--- src/rtl/warp_bundle_queue.sv ---
// Warp bundle queue: circular buffer of decoded bundle pairs between decode and issue.
// Issue may consume a whole pair, or split it by taking only slot 0. A split leaves slot 1
// behind as a single-bundle head.

`ifndef BUNDLE_SIZE
`define BUNDLE_SIZE 32
`endif

module warp_bundle_queue #(
    parameter int unsigned DEPTH = 4
) (
    input  logic                         i_clk,
    input  logic                         i_rst_n,
    input  logic                         i_flush,
    output logic                         o_input_ready,
    input  logic                         i_input_valid,
    input  logic [`BUNDLE_SIZE-1:0]      i_bundle0,
    input  logic [`BUNDLE_SIZE-1:0]      i_bundle1,
    input  logic                         i_bundle1_valid,
    input  logic                         i_output_ready,
    input  logic                         i_output_split,
    output logic                         o_output_valid,
    output logic [`BUNDLE_SIZE-1:0]      o_bundle0,
    output logic [`BUNDLE_SIZE-1:0]      o_bundle1,
    output logic                         o_bundle1_valid,
    output logic [$clog2(DEPTH+1)-1:0]   o_count
);

    localparam int unsigned W    = `BUNDLE_SIZE;
    localparam int unsigned PtrW = $clog2(DEPTH);
    localparam int unsigned CntW = $clog2(DEPTH + 1);
    localparam logic [CntW-1:0] FullCnt = CntW'(DEPTH);

    logic [W-1:0]    bundle0_q [DEPTH];
    logic [W-1:0]    bundle1_q [DEPTH];
    logic            b1v_q     [DEPTH];
    logic [PtrW-1:0] rd_ptr_q, rd_ptr_d;
    logic [PtrW-1:0] wr_ptr_q, wr_ptr_d;
    logic [CntW-1:0] count_q,  count_d;

    logic not_empty, full, head_b1v;
    logic do_enq, consume, do_split, do_deq;

    // Event decode; flush masks every other event.
    always_comb begin
        not_empty = (count_q != '0);
        full      = (count_q == FullCnt);
        head_b1v  = b1v_q[rd_ptr_q];
        do_enq    = i_input_valid && !full && !i_flush;
        consume   = not_empty && i_output_ready && !i_flush;
        // A split on a single-bundle head degenerates to a full dequeue.
        do_split  = consume && i_output_split && head_b1v;
        do_deq    = consume && !do_split;
    end

    // Pointer and occupancy next-state.
    always_comb begin
        rd_ptr_d = rd_ptr_q;
        wr_ptr_d = wr_ptr_q;
        count_d  = count_q;
        if (i_flush) begin
            rd_ptr_d = '0;
            wr_ptr_d = '0;
            count_d  = '0;
        end else begin
            if (do_enq) wr_ptr_d = wr_ptr_q + PtrW'(1);
            if (do_deq) rd_ptr_d = rd_ptr_q + PtrW'(1);
            if (do_enq && !do_deq)      count_d = count_q + CntW'(1);
            else if (do_deq && !do_enq) count_d = count_q - CntW'(1);
        end
    end

    // Control state with asynchronous clear.
    always_ff @(posedge i_clk or negedge i_rst_n) begin
        if (!i_rst_n) begin
            rd_ptr_q <= '0;
            wr_ptr_q <= '0;
            count_q  <= '0;
        end else begin
            rd_ptr_q <= rd_ptr_d;
            wr_ptr_q <= wr_ptr_d;
            count_q  <= count_d;
        end
    end

    // Slot-1 valid flags; cleared on reset, dropped on the head when it is split.
    always_ff @(posedge i_clk or negedge i_rst_n) begin
        if (!i_rst_n) begin
            for (int i = 0; i < DEPTH; i++) b1v_q[i] <= 1'b0;
        end else begin
            if (do_enq)   b1v_q[wr_ptr_q] <= i_bundle1_valid;
            if (do_split) b1v_q[rd_ptr_q] <= 1'b0;
        end
    end

    // Bundle payload needs no reset: outputs are gated while the queue is empty.
    // Enqueue and split never hit the same slot since enqueue needs a non-full queue.
    always_ff @(posedge i_clk) begin
        if (do_enq) begin
            bundle0_q[wr_ptr_q] <= i_bundle0;
            bundle1_q[wr_ptr_q] <= i_bundle1_valid ? i_bundle1 : '0;
        end
        if (do_split) begin
            bundle0_q[rd_ptr_q] <= bundle1_q[rd_ptr_q];
            bundle1_q[rd_ptr_q] <= '0;
        end
    end

    // Head presentation, zeroed while empty.
    always_comb begin
        o_input_ready   = !full;
        o_output_valid  = not_empty;
        o_count         = count_q;
        o_bundle0       = not_empty ? bundle0_q[rd_ptr_q] : '0;
        o_bundle1       = not_empty ? bundle1_q[rd_ptr_q] : '0;
        o_bundle1_valid = not_empty && head_b1v;
    end

endmodule

--- config.mk ---
export PLATFORM = sky130hd
export DESIGN_NAME = warp_bundle_queue
export DESIGN_NICKNAME = d
export VERILOG_FILES = /design/src/rtl/warp_bundle_queue.sv
export SDC_FILE = /design/constraint.sdc
export NUM_CORES = 1
export LEC_CHECK = 0
export BUFFER_PORTS_ARGS = -buffer_cell sky130_fd_sc_hd__buf_2
export CAP_MARGIN = 40
export CELL_PAD_IN_SITES_DETAIL_PLACEMENT = 0
export CELL_PAD_IN_SITES_GLOBAL_PLACEMENT = 1
export CORE_MARGIN = 2
export CORE_UTILIZATION = 43
export DETAILED_ROUTE_END_ITERATION = 8
export PLACE_DENSITY_LB_ADDON = 0.1
export SYNTH_ARGS = -nofsm -noshare
export SYNTH_HDL_FRONTEND = slang
export SYNTH_SLANG_ARGS = --single-unit
--- constraint.sdc ---
create_clock -name i_clk -period 2.8 [get_ports i_clk]
set_input_delay 0.28 -clock i_clk [delete_from_list [all_inputs] [get_ports i_clk]]
set_output_delay 0.28 -clock i_clk [all_outputs]
set_load 0.02 [all_outputs]
==> flow_summary.toml, run 1 <==
[sta]
tightest_slew_ns = 0.607
slew_headroom = 0.593
clock_skew_ns = 0.0131
setup_tns_ns = 0
final_max_slew_viol_count = 0
setup-violations-final = 0
min_period_ns = 2.69
fin_crit_sh = 0.960
max_freq_mhz = 372
fin_ws_ns = 0.112
hold_viol = 0
rsz0062_at_grt = "no"

[logic_synthesis]
syn_area_um2 = 12800
synth_top_area_frac = 0.300
async_flop_share = 0.0412
yosys.cell_count.top_type = "nor2_1"
synth_nets = 1179
synth-simple-area-share = 0.136
yosys_warnings = 0
post_synth.cell_area_avg_um2 = 11.7
netlist_top_cells_area = "edfxtp_1 30%, dfxtp_1 20%, mux4_2 11%"
synthAdderAreaFrac = 0.00938
synthTopCellsByCount = "264 x nor2_1, 131 x a21oi_1, 128 x dfxtp_1, 128 x edfxtp_1, 118 x mux2_2"
yosys.area.top_type = "edfxtp_1"
synth_cell_type_count = 39
synth-seq-cells = 267
synth_top_family_by_area = "multiplexers"
synth_edf_count = 128
synth_compound_area_frac = 0.0556
synthCells = 1099
synth_xor_area_frac = 0.000684
synthFlopType = "edfxtp_1"
muxShareOfSynthArea = 0.234
seq_area_frac_synth = 0.522

[route]
wl_per_cell_um = 19.8
drc_errors = 0
vias_per_cell = 5.27
drt_iter0_markers = 571
vias = 8598
ant_nets = 0
routed_wl_um = 32400
first_pass_iters = 5

[layout]
nNetsFinal = 1300
layout-drive-gt1-share = 0.340
final_cell_area_um2 = 14800
syn2layout_area_growth_pct = 15.7
fillCellCount = 2714

[worst_hold_path]
hp-class = "in -> reg"
min_path_cells = 3
min_from = "i_input_valid"
whs_endpoint = "wr_ptr_q[1]$_DFFE_PN0P_"

[global_route]
grt_pass1_wl_um = 50300
met2_usage = 0.336
grt_usage = 0.211
grt_overflow_total = 0
grt_start_max_net_pins = 68
gr-usage-met1 = 0.310
met3_usage = 0.0245
grt_pass1_vias = 8529
busiest_layer = "met2"
antenna_found_initial = 1

[worst_setup_path]
worst-r2r-setup-slack_ns = 0.28
path_cells = "clkbuf_8 -> mux4_2 -> and2_1 -> buf_2"
slowest_stage = "mux4_2"
arrival_ns = 2.41
path_class = "reg -> out"
ff2ff_path_depth = 8
max_stage_delay_ns = 0.68
startpoint_type = "flip-flop"
r2r_end = "o_count[2]$_DFFE_PN0P_"
worst-path-buf-inv = 2
critPathLaunch = "rd_ptr_q[0]$_DFFE_PN0P_"
critical_path_required_ns = 2.52
r2r_start = "rd_ptr_q[1]$_DFFE_PN0P_"
cpLargestDelayFamily = "multiplexers"
crit_path_end_kind = "primary output"
path_max_fanout = 26

[floorplan]
die_w_um = 177
row_count = 63
num_io_pins = 141
core-area_um2 = 29500
start_util = 0.434
die-area_um2 = 31200
fp.dieH_um = 177

[clocking]
tritoncts = "built"
insertion_delay_ns = 0.54
cts.sinks = 267
cts_buffers = 29
cts_max_level = 1
clockBufferDepth = 3
clkTransAtPathRegs_ns = 0.06
ctsRootBufferMaster = "clkbuf_16"
cts_setup_buffers = 0

[pwr]
p_leak_nw = 5.72
pwr_density_cell_nw_per_um2 = 851
ir_drop_mv = 0.518

[run]
drv_cap = 0

[placement]
io_buffers = 140
placed_cell_area_um2 = 13900
preCtsSetupSlack_ns = 0.297
gp_congestion = 0.778
dp_hpwl_um = 20000

[status]
outcome = "finished, final reports clean"
==> cells by family (layout without fill, tap and decap cells) <==
| family | count (synthesis) | after routing |
|---|---|---|
| mux | 199 | 199 |
| flops | 267 | 267 |
| other cells | 0 | 1 |
| simple gates | 392 | 392 |
| fa+ha+maj | 9 | 9 |
| buf+inv | 92 | 234 |
| compound gates | 139 | 139 |
| xor+xnor | 1 | 1 |
==> timing repair <==
action                     CTS  global route
gates resized for setup      1             1
setup endpoints to repair   13             2
hold endpoints to repair    11             0
hold buffers                 1             0
==> flip-flops by register name, summed over array words and instances, names as in the netlist <==
signal	flops
bundle0_q	128
bundle1_q	128
b1v_q	4
o_count	3
rd_ptr_q	2
wr_ptr_q	2
==> worst min-delay path: stages <==
cell and delay [ns]:
buf_2 0.14, nand3_1 0.07, a21oi_1 0.06
==> layer usage <==
metal / wire length (µm) / vias up
met4: 548 / 0
met3: 1340 / 38
met2: 15000 / 172
met1: 15500 / 4243
li1: - / 4145
met5: 0 / -
==> final cells by class <==
cell class              count  area [µm²]  share of cell area
well taps                 390         488              0.0329
clock inverters            12         106             0.00718
clock buffers              40         787              0.0531
repair buffers            175        1120              0.0757
diodes                      1        2.50            0.000169
flip-flops and latches    267        6690               0.451
inverters                   7        26.3             0.00177
multi-input cells         740        5600               0.378
==> metrics by stage <==
step	instances	hold WS [ns]	power (mW)	util
after detailed placement	1578	0.173	9.07	0.472
after floorplan	1099	-0.0156	7.86	-
final	1632	0.0579	12.6	0.503
after CTS	1631	0.0398	12.7	0.503
after global placement	1578	0.172	9.01	0.472
after global routing	1631	0.0702	13.3	0.503
==> report_power, final <==
| group | total [mW] | switching, mW | internal, mW | leakage [nW] |
|---|---|---|---|---|
| Combinational | 3.71 | 2.12 | 1.59 | 2.92 |
| Sequential | 5.25 | 0.365 | 4.89 | 2.36 |
| Clock | 3.65 | 1.52 | 2.13 | 0.443 |
==> worst max-delay path by stage <==
stage	cells past startpoint	to
after detailed placement	8	o_count[2]$_DFFE_PN0P_
after global routing	4	o_bundle1[23]
after CTS	4	o_bundle1[23]
final	4	o_bundle1[23]
after floorplan	6	bundle0_q[2][0]$_DFFE_PP_
after global placement	8	o_count[2]$_DFFE_PN0P_
==> placed cells by master, fill, tap and decap left out, types with 8 or more instances in the layout <==
master,instances
nand2_1,37
nor2_1,264
clkbuf_1,9
dfxtp_1,128
and2_1,65
mux2_4,12
clkbuf_16,29
ha_1,8
mux2_2,118
edfxtp_1,128
buf_12,12
a21oi_1,131
mux4_2,64
buf_4,21
dfrtp_1,9
buf_2,140
Note: power is estimated with default switching activity, not from simulation.
==> inputs of run 2 (changes only) <==
--- a/config.mk
+++ b/config.mk
@@ -10,7 +10,7 @@
 export CELL_PAD_IN_SITES_DETAIL_PLACEMENT = 0
 export CELL_PAD_IN_SITES_GLOBAL_PLACEMENT = 1
 export CORE_MARGIN = 2
-export CORE_UTILIZATION = 43
+export CORE_UTILIZATION = 51
 export DETAILED_ROUTE_END_ITERATION = 8
 export PLACE_DENSITY_LB_ADDON = 0.1
 export SYNTH_ARGS = -nofsm -noshare
==> constraint.sdc (replaced) <==
create_clock -name i_clk -period 3.3 [get_ports i_clk]
set_input_delay 0.33 -clock i_clk [delete_from_list [all_inputs] [get_ports i_clk]]
set_output_delay 0.33 -clock i_clk [all_outputs]
set_load 0.02 [all_outputs]
==> flow_summary.toml, run 2 (same netlist as run 1, synthesis figures left out) <==
[global_route]
grt_start_max_net_pins = 66
grt_pass1_vias = 8344
grt_usage = 0.233
antenna_found_initial = 0
grt_overflow_total = 0
grt_pass1_wl_um = 47500

[placement]
gp_congestion = 0.785
io_buffers = 140
placed_cell_area_um2 = 13700
dp_hpwl_um = 18600

[route]
wl_per_cell_um = 19.4
ant_nets = 0
drc_errors = 0
vias = 8482
vias_per_cell = 5.44
routed_wl_um = 30200
first_pass_iters = 4
drt_iter0_markers = 550

[floorplan]
num_io_pins = 141
core-area_um2 = 24500
row_count = 57
die_w_um = 162
start_util = 0.523
die-area_um2 = 26400
fp.dieH_um = 162

[layout]
final_cell_area_um2 = 14600
syn2layout_area_growth_pct = 13.9
mostFrequentLayoutCell = "nor2_1"
finish.utilization = 0.596
reg_top3 = "bundle0_q x128, bundle1_q x128, b1v_q x4"
final_cell_mix = "264 x nor2_1, 140 x buf_2, 131 x a21oi_1, 128 x edfxtp_1, 128 x dfxtp_1"
layout-drive-gt1-share = 0.333
diodes = 0
nNetsFinal = 1293

[worst_setup_path]
crit_path_end_kind = "primary output"
ff2ff_path_depth = 8
path_max_fanout = 29
path_class = "reg -> out"
arrival_ns = 2.63
critical_path_required_ns = 2.97
startpoint_type = "flip-flop"

[clocking]
cts_resized = 0
cts.sinks = 267
ctsRootBufferMaster = "clkbuf_16"
insertion_delay_ns = 0.53
clockBufferDepth = 3
tritoncts = "built"
clkTransAtPathRegs_ns = 0.06
cts_max_level = 1
cts_buffers = 29

[pwr]
finalPower_mw = 10.5
swShare = 0.319
p_comb_frac = 0.292
pwr_density_cell_nw_per_um2 = 720
p_int_mw = 7.15
switchingPower_mw = 3.35
pwr-share-clk = 0.281
ir_drop_mv = 0.413
p_leak_nw = 5.63
seq_power_share = 0.427

[sta]
min_period_ns = 2.96
final_max_slew_viol_count = 0
max_freq_mhz = 338
tightest_slew_ns = 0.715
setup-violations-final = 0
whs_ns = 0.109
fin_crit_sh = 0.896
setup_tns_ns = 0
clock_skew_ns = 0.00735
rsz0062_at_grt = "no"
hold_viol = 0
slew_headroom = 0.523

[worst_hold_path]
hp-class = "in -> reg"
min_path_cells = 3

[run]
drv_cap = 0

[status]
outcome = "finished, final reports clean"
## run 2: cell count changes in the layout (fill, tap and decap cells not counted), moves of 2 or more
cell / change
clkinv_2: -4
buf_12: -6
bufinv_16: -2
clkbuf_4: +2
clkbuf_1: +5
## run 2: layer usage
metal	global-route usage	vias to the layer above	share of wire
met1	0.337	4143	0.48
met3	0.0260	30	0.040
met2	0.386	187	0.47
met4	0.0426	0	0.013
met5	0	-	0
li1	-	4122	-
## run 2: worst paths after layout
| path | startpoint | endpoint | slack (ns) |
|---|---|---|---|
| hold / removal | i_input_valid | wr_ptr_q[1]$_DFFE_PN0P_ | 0.11 |
| setup reg to reg | rd_ptr_q[1]$_DFFE_PN0P_ | o_count[2]$_DFFE_PN0P_ | 0.45 |
| setup / recovery | rd_ptr_q[1]$_DFFE_PN0P_ | o_bundle1[31] | 0.34 |
| hold reg to reg | bundle1_q[2][2]$_SDFFE_PP0P_ | bundle1_q[2][2]$_SDFFE_PP0P_ | 0.48 |
| max in group asynchronous | i_rst_n | rd_ptr_q[1]$_DFFE_PN0P_ | 2.85 |
| min in group asynchronous | i_rst_n | o_count[0]$_DFFE_PN0P_ | 0.20 |
## run 2: area by class of cell
type | count | area, µm²
fillers | 2088 | 9880
clock buffers | 47 | 821
flip-flops and latches | 267 | 6690
repair buffers | 168 | 1010
clock inverters | 6 | 31.3
well taps | 324 | 405
multi-input cells | 740 | 5600
inverters | 7 | 26.3
## run 2: timing repair
action	in CTS	in global routing
endpoints found under the hold margin	11	0
hold buffers	1	0
setup buffers	0	0
## run 2: through the flow
| stage | setup slack, ns | std cells |
|---|---|---|
| floorplan | 0.472 | 1099 |
| global placement | 0.487 | 1504 |
| detailed placement | 0.465 | 1505 |
| CTS | 0.280 | 1559 |
| global route | 0.210 | 1559 |
| finish | 0.342 | 1559 |
## run 2: worst max-delay path: stages (launching register included)
cell and delay, ns:
dfrtp_4 0.62, buf_4 0.48, mux4_2 0.65, and2_1 0.18, buf_2 0.15
## run 2: power by group through the flow
stage | Sequential (mW) | Combinational [mW] | Clock (mW)
2_1_floorplan | 4.43 | 2.25 | 0
3_3_place_gp | 4.54 | 3.04 | 0
3_5_place_dp | 4.56 | 3.09 | 0
4_1_cts | 4.49 | 3.10 | 3.01
5_1_grt | 4.58 | 3.35 | 3.15
6_report | 4.49 | 3.07 | 2.95
